===== src/rtl/reset_sequencer.sv =====
// Reset sequencer: holds every domain reset for HOLD_CYCLES, then releases domains in index order GAP_CYCLES apart.
// Optional feature macro RESET_SEQ_COUNT_EN adds the seq_cnt completed-sequence counter output.
module reset_sequencer #(
    parameter int N_DOMAINS   = 4,
    parameter int HOLD_CYCLES = 16,
    parameter int GAP_CYCLES  = 4
) (
    input  logic                 clk,
    input  logic                 rst,
    input  logic                 req,
    output logic [N_DOMAINS-1:0] dom_rst,
    output logic                 busy,
    output logic                 done,
    output logic [3:0]           cur_dom
`ifdef RESET_SEQ_COUNT_EN
    ,
    output logic [7:0]           seq_cnt
`endif
);

    typedef enum logic [1:0] {
        ST_IDLE    = 2'd0,
        ST_HOLD    = 2'd1,
        ST_STAGGER = 2'd2
    } state_t;

    // Counters hold (cycle number - 1), so the terminal values are one below the parameters.
    localparam logic [15:0] HOLD_LAST = 16'(HOLD_CYCLES - 1);
    localparam logic [15:0] GAP_LAST  = 16'(GAP_CYCLES - 1);
    localparam logic [3:0]  LAST_DOM  = 4'(N_DOMAINS - 1);

    state_t                 state_r;
    logic [15:0]            cnt_r;
    logic [N_DOMAINS-1:0]   dom_rst_r;
    logic                   busy_r;
    logic                   done_r;
    logic [3:0]             cur_dom_r;

    // Sequencer FSM: restart on rst/req, hold phase, then one release per gap.
    always_ff @(posedge clk) begin
        if (rst) begin
            state_r   <= ST_HOLD;
            cnt_r     <= 16'd0;
            dom_rst_r <= {N_DOMAINS{1'b1}};
            busy_r    <= 1'b1;
            done_r    <= 1'b0;
            cur_dom_r <= 4'd0;
        end else begin
            done_r <= 1'b0;
            if (req) begin
                // A request always restarts, even on the cycle that would have completed.
                state_r   <= ST_HOLD;
                cnt_r     <= 16'd0;
                dom_rst_r <= {N_DOMAINS{1'b1}};
                busy_r    <= 1'b1;
                cur_dom_r <= 4'd0;
            end else begin
                case (state_r)
                    ST_IDLE: begin
                        cnt_r <= 16'd0;
                    end
                    ST_HOLD: begin
                        if (cnt_r == HOLD_LAST) begin
                            cnt_r <= 16'd0;
                            if (N_DOMAINS == 1) begin
                                state_r   <= ST_IDLE;
                                dom_rst_r <= {N_DOMAINS{1'b0}};
                                busy_r    <= 1'b0;
                                done_r    <= 1'b1;
                                cur_dom_r <= 4'd0;
                            end else begin
                                state_r   <= ST_STAGGER;
                                dom_rst_r <= dom_rst_r << 1;
                                cur_dom_r <= 4'd1;
                            end
                        end else begin
                            cnt_r <= cnt_r + 16'd1;
                        end
                    end
                    ST_STAGGER: begin
                        if (cnt_r == GAP_LAST) begin
                            cnt_r <= 16'd0;
                            if (cur_dom_r == LAST_DOM) begin
                                state_r   <= ST_IDLE;
                                dom_rst_r <= {N_DOMAINS{1'b0}};
                                busy_r    <= 1'b0;
                                done_r    <= 1'b1;
                                cur_dom_r <= 4'd0;
                            end else begin
                                // Shifting zeros in from bit 0 keeps releases strictly index-ordered.
                                dom_rst_r <= dom_rst_r << 1;
                                cur_dom_r <= cur_dom_r + 4'd1;
                            end
                        end else begin
                            cnt_r <= cnt_r + 16'd1;
                        end
                    end
                    default: begin
                        state_r   <= ST_HOLD;
                        cnt_r     <= 16'd0;
                        dom_rst_r <= {N_DOMAINS{1'b1}};
                        busy_r    <= 1'b1;
                        cur_dom_r <= 4'd0;
                    end
                endcase
            end
        end
    end

    assign dom_rst = dom_rst_r;
    assign busy    = busy_r;
    assign done    = done_r;
    assign cur_dom = cur_dom_r;

`ifdef RESET_SEQ_COUNT_EN
    logic [7:0] seq_cnt_r;

    function automatic logic [7:0] sat_inc8(input logic [7:0] v);
        return (v == 8'hFF) ? v : v + 8'd1;
    endfunction

    // Completed-sequence counter, bumped once per done pulse and saturating.
    always_ff @(posedge clk) begin
        if (rst) begin
            seq_cnt_r <= 8'd0;
        end else if (done_r) begin
            seq_cnt_r <= sat_inc8(seq_cnt_r);
        end else begin
            seq_cnt_r <= seq_cnt_r;
        end
    end

    assign seq_cnt = seq_cnt_r;
`endif

endmodule


===== config.mk =====
export PLATFORM = sky130hd
export DESIGN_NAME = reset_sequencer
export DESIGN_NICKNAME = d
export VERILOG_FILES = /design/src/rtl/reset_sequencer.sv
export SDC_FILE = /design/constraint.sdc
export NUM_CORES = 1
export LEC_CHECK = 0
export BUFFER_PORTS_ARGS = -buffer_cell sky130_fd_sc_hd__buf_2
export CAP_MARGIN = 20
export CELL_PAD_IN_SITES_DETAIL_PLACEMENT = 1
export CELL_PAD_IN_SITES_GLOBAL_PLACEMENT = 1
export CORE_MARGIN = 2
export CORE_UTILIZATION = 42
export CTS_BUF_LIST = sky130_fd_sc_hd__clkbuf_4 sky130_fd_sc_hd__clkbuf_8
export DETAILED_ROUTE_END_ITERATION = 8
export PLACE_DENSITY_LB_ADDON = 0.1
export SYNTH_ARGS = -nofsm -noshare
export SYNTH_HDL_FRONTEND = slang
export SYNTH_SLANG_ARGS = --single-unit

===== constraint.sdc =====
create_clock -name clk -period 2.1 [get_ports clk]
set_clock_uncertainty 0.1 [all_clocks]
set_input_delay 0 -clock clk [delete_from_list [all_inputs] [get_ports clk]]
set_output_delay 0 -clock clk [all_outputs]
set_load 0.01 [all_outputs]

==> run summary <==
The run finished with clean final reports. The row count is 20. The synthesized design contains 0 enable-type register cells. The number of failing setup endpoints in the final timing report came out at 0. After the flow finishes, the layout carries non-filler instances totaling 232. On the worst path, the slowest cell contributes a delay of 0.62 ns. The post-placement cell area is 1580 um2. The deepest clock path buffer count is 2.

For the pin with the worst max-slew slack, the measured transition is 0.462 ns. The number of placed instances, taps included, is 219. The ratio of cells with drive above 1 in the final layout came out at 29.3%. The clock root buffer is sky130_fd_sc_hd__clkbuf_4.

The sort of element at the start of the critical path is a flop. In this run the static leakage power is 0.683 nW. The routed design has 3590 um of wire.

Ranked by total cell area, the synthesized netlist is headed by sky130_fd_sc_hd__dfxtp_1, sky130_fd_sc_hd__nor2_1, sky130_fd_sc_hd__xor2_1, sky130_fd_sc_hd__nand2_1, sky130_fd_sc_hd__ha_1. At the end of the flow the core is filled with cells to 56.8%. The overall power of the completed layout is 829 uW.

The number of fillers in the final layout is 378. The total number of nets in the final design is 197. The repair_antennas step left the layout with diodes totalling 0. After synthesis the cells add up to 1380 um2. The detailed-routing iteration count for the pre-antenna-repair pass is 4. The most common cell after layout, fill and taps aside is sky130_fd_sc_hd__dfxtp_1. The worst-case vdd ir drop came out at 0.000381 V. The minimum setup slack after placement came out at 0.00909 ns. The wire-length estimate of the detail-placed layout is 2430 um. The clock buffer count from CTS is 3.

The synthesized instance count is 154. In this run the worst path has a maximum fanout of 4. The leftover overflow at the end of global routing came out at 0. Synthesis produced a netlist with a net count of 162.

Traced cell by cell, the critical path runs through nor4_4 -> nand4_1 -> nand2_1 -> or4b_2 -> a21oi_2. The residual antenna-violating net count after detailed routing came out at 0. The starting utilization of the core area is 44.8%. The iteration-0 DRC count of the detailed router is 57. The final max-slew violation count is 0. The clock net in this run drives a total of 28 sinks.

The share of the synthesized area in the top cell type is 40.7%. In the routed design, unresolved DRC markers number 0. The worst-case setup margin in the final layout is 0.0260 ns. The worst path in the final design needs a cycle of 2.07 ns, including I/O delays and setup. The share of synthesized registers carrying an async set or reset is 0%.

The overall routing resource usage came out at 19.4%. STA classifies the critical path endpoint as a flop. The number of distinct standard cells referenced by the synthesized netlist is 37. The number of placed I/O pins came out at 13. The placeable core area is 3080 um2. The number of warning messages in the yosys log is 0. The footprint of the multi-input gates is 817 um2. The cell area power density is 474 nW/um2. The floorplan die height is 61.3 um.

The footprint of the flip-flops and latches came out at 564 um2. On the critical path, the stage with the largest delay is an instance of sky130_fd_sc_hd__or4b_2. The register bit total from synthesis came out at 28. The worst pin sits at a relative slew slack of 69.2%. The clock latency reported for the late side of the worst-skew pair came out at 0.32 ns.

The critical path is of the flop to flop type. The area growth from synthesis to layout came out at 26.9%. The worst hold path belongs to the class flop to flop. Each instance of the synthesized netlist takes up on average 8.95 um2. TritonCTS built the clock tree.

At the end of routability-driven placement, the weighted congestion stood at 0.734. Grouping stages by cell kind, the critical path spends the most delay in simple AND/OR/NAND/NOR gates. The max-cap check violation count came out at 0. The most used flip-flop cell after synthesis is sky130_fd_sc_hd__dfxtp_1. The total via count after detailed routing came out at 1197. The floorplan step set the die width to 61.3 um. The final routed wire length divided by cell count came out at 15.5 um. The period utilization came out at 98.8%.

Hold timing on the final database bottoms out at a slack of 0.408 ns. The count of H-tree levels built during CTS is 1. The pin count of the biggest net entering global routing came out at 17. The data arrival time of the critical path is 2.24 ns.

The final non-filler cell area is 1750 um2. The number of global-route vias before repair was 1163. The mean number of vias per cell came out at 5.16. The initial antenna violation count is 0. The number of failing hold endpoints at the final stage is 0.

Input and output buffers added on the ports amount to 12. The cell type with the largest total area after synthesis is sky130_fd_sc_hd__dfxtp_1. The fmax came out at 0.482 GHz. The number of buffers and inverters on the critical path is 0.

The setup TNS came out at 0 ns. In the layout the commonest cells are sky130_fd_sc_hd__dfxtp_1, sky130_fd_sc_hd__nor2_1, sky130_fd_sc_hd__nand2_1, sky130_fd_sc_hd__buf_4, sky130_fd_sc_hd__buf_2. The die area is 3750 um2. The clock-pin slew reported for the worst setup and hold paths after clock tree synthesis came out at 0.14 ns. The sequential area share after synthesis came out at 40.7%.

The data required time at the worst endpoint is 2.27 ns. The global-route wire length before repair came out at 5310 um.
cells by family (layout without fill, tap and decap cells):
logic type	Yosys count	in the layout	synth area share, %
muxes	2	2	1.54
adders and majority gates	5	5	4.54
buffers and inverters	11	45	4.00
xor gates and xnor gates	14	14	8.90
DFF	28	28	40.7
and+or+nand+nor	75	75	29.6
AOI/OAI and AO/OA	19	19	10.7
final timing paths:
path	startpoint	depth (start not counted)	slack, ns	end
setup / recovery	cnt_r[12]	5	0.03	cur_dom[1]
setup reg to reg	cnt_r[12]	5	0.03	cur_dom[1]
hold / removal	dom_rst[3]	2	0.41	dom_rst[3]
hold reg to reg	dom_rst[3]	2	0.41	dom_rst[3]
sequential cells by signal, indices dropped and copies added (netlist names):
signal   count
dom_rst      4
busy         1
state_r      2
done         1
cur_dom      4
cnt_r       16
layer usage:
metal	GRT usage (%)	up-vias	routed length, um	part of all wire (%)
li1	-	596	-	-
met1	26.1	584	1710	48
met2	30.4	15	1780	50
met3	4.41	2	83	2.3
met4	7.45	0	21	0.59
met5	0	-	0	0
worst register-to-register path: cells and delay by family, from the launching register on:
family	cells	cell delay, ns
DFF	1	0.39
and+or+nand+nor	4	1.38
AOI/OAI and AO/OA	1	0.16
report_power, final:
part           internal [mW]  switching (mW)
Clock                  0.106           0.153
Sequential             0.534         0.00175
Combinational         0.0156          0.0185
Total                  0.655           0.174
layout make-up:
class                           count  area share [%]
Multi-Input combinational cell    115            46.7
Sequential cell                    28            32.3
Tap cell                           44            3.15
Inverter                            6            1.29
Clock buffer                        4            2.08
Timing Repair Buffer               35            14.5
synth_stat cells, types with 2 or more instances:
cell	n
sky130_fd_sc_hd__dfxtp_1	28
sky130_fd_sc_hd__nor2_1	21
sky130_fd_sc_hd__nand2_1	19
sky130_fd_sc_hd__xor2_1	9
sky130_fd_sc_hd__nand3_1	8
sky130_fd_sc_hd__inv_1	6
sky130_fd_sc_hd__ha_1	5
sky130_fd_sc_hd__o211ai_1	5
sky130_fd_sc_hd__o21ai_0	5
sky130_fd_sc_hd__xnor2_1	5
sky130_fd_sc_hd__nand4_1	4
sky130_fd_sc_hd__a21o_1	3
sky130_fd_sc_hd__a21oi_1	3
sky130_fd_sc_hd__and3_1	3
sky130_fd_sc_hd__nand2b_1	3
sky130_fd_sc_hd__buf_2	2
sky130_fd_sc_hd__nand3b_1	2
sky130_fd_sc_hd__nand4_2	2
sky130_fd_sc_hd__nor3_1	2
sky130_fd_sc_hd__nor4_2	2
repair_timing:
action                                  4_1_cts  5_1_grt
gates resized for setup                       0       12
buffers inserted                              2        4
pin swaps                                     1        4
endpoints found under the hold margin         9        0
endpoints found under the setup margin        2        8
hold buffers                                  3        0
Power figures use the tool's default switching activity.
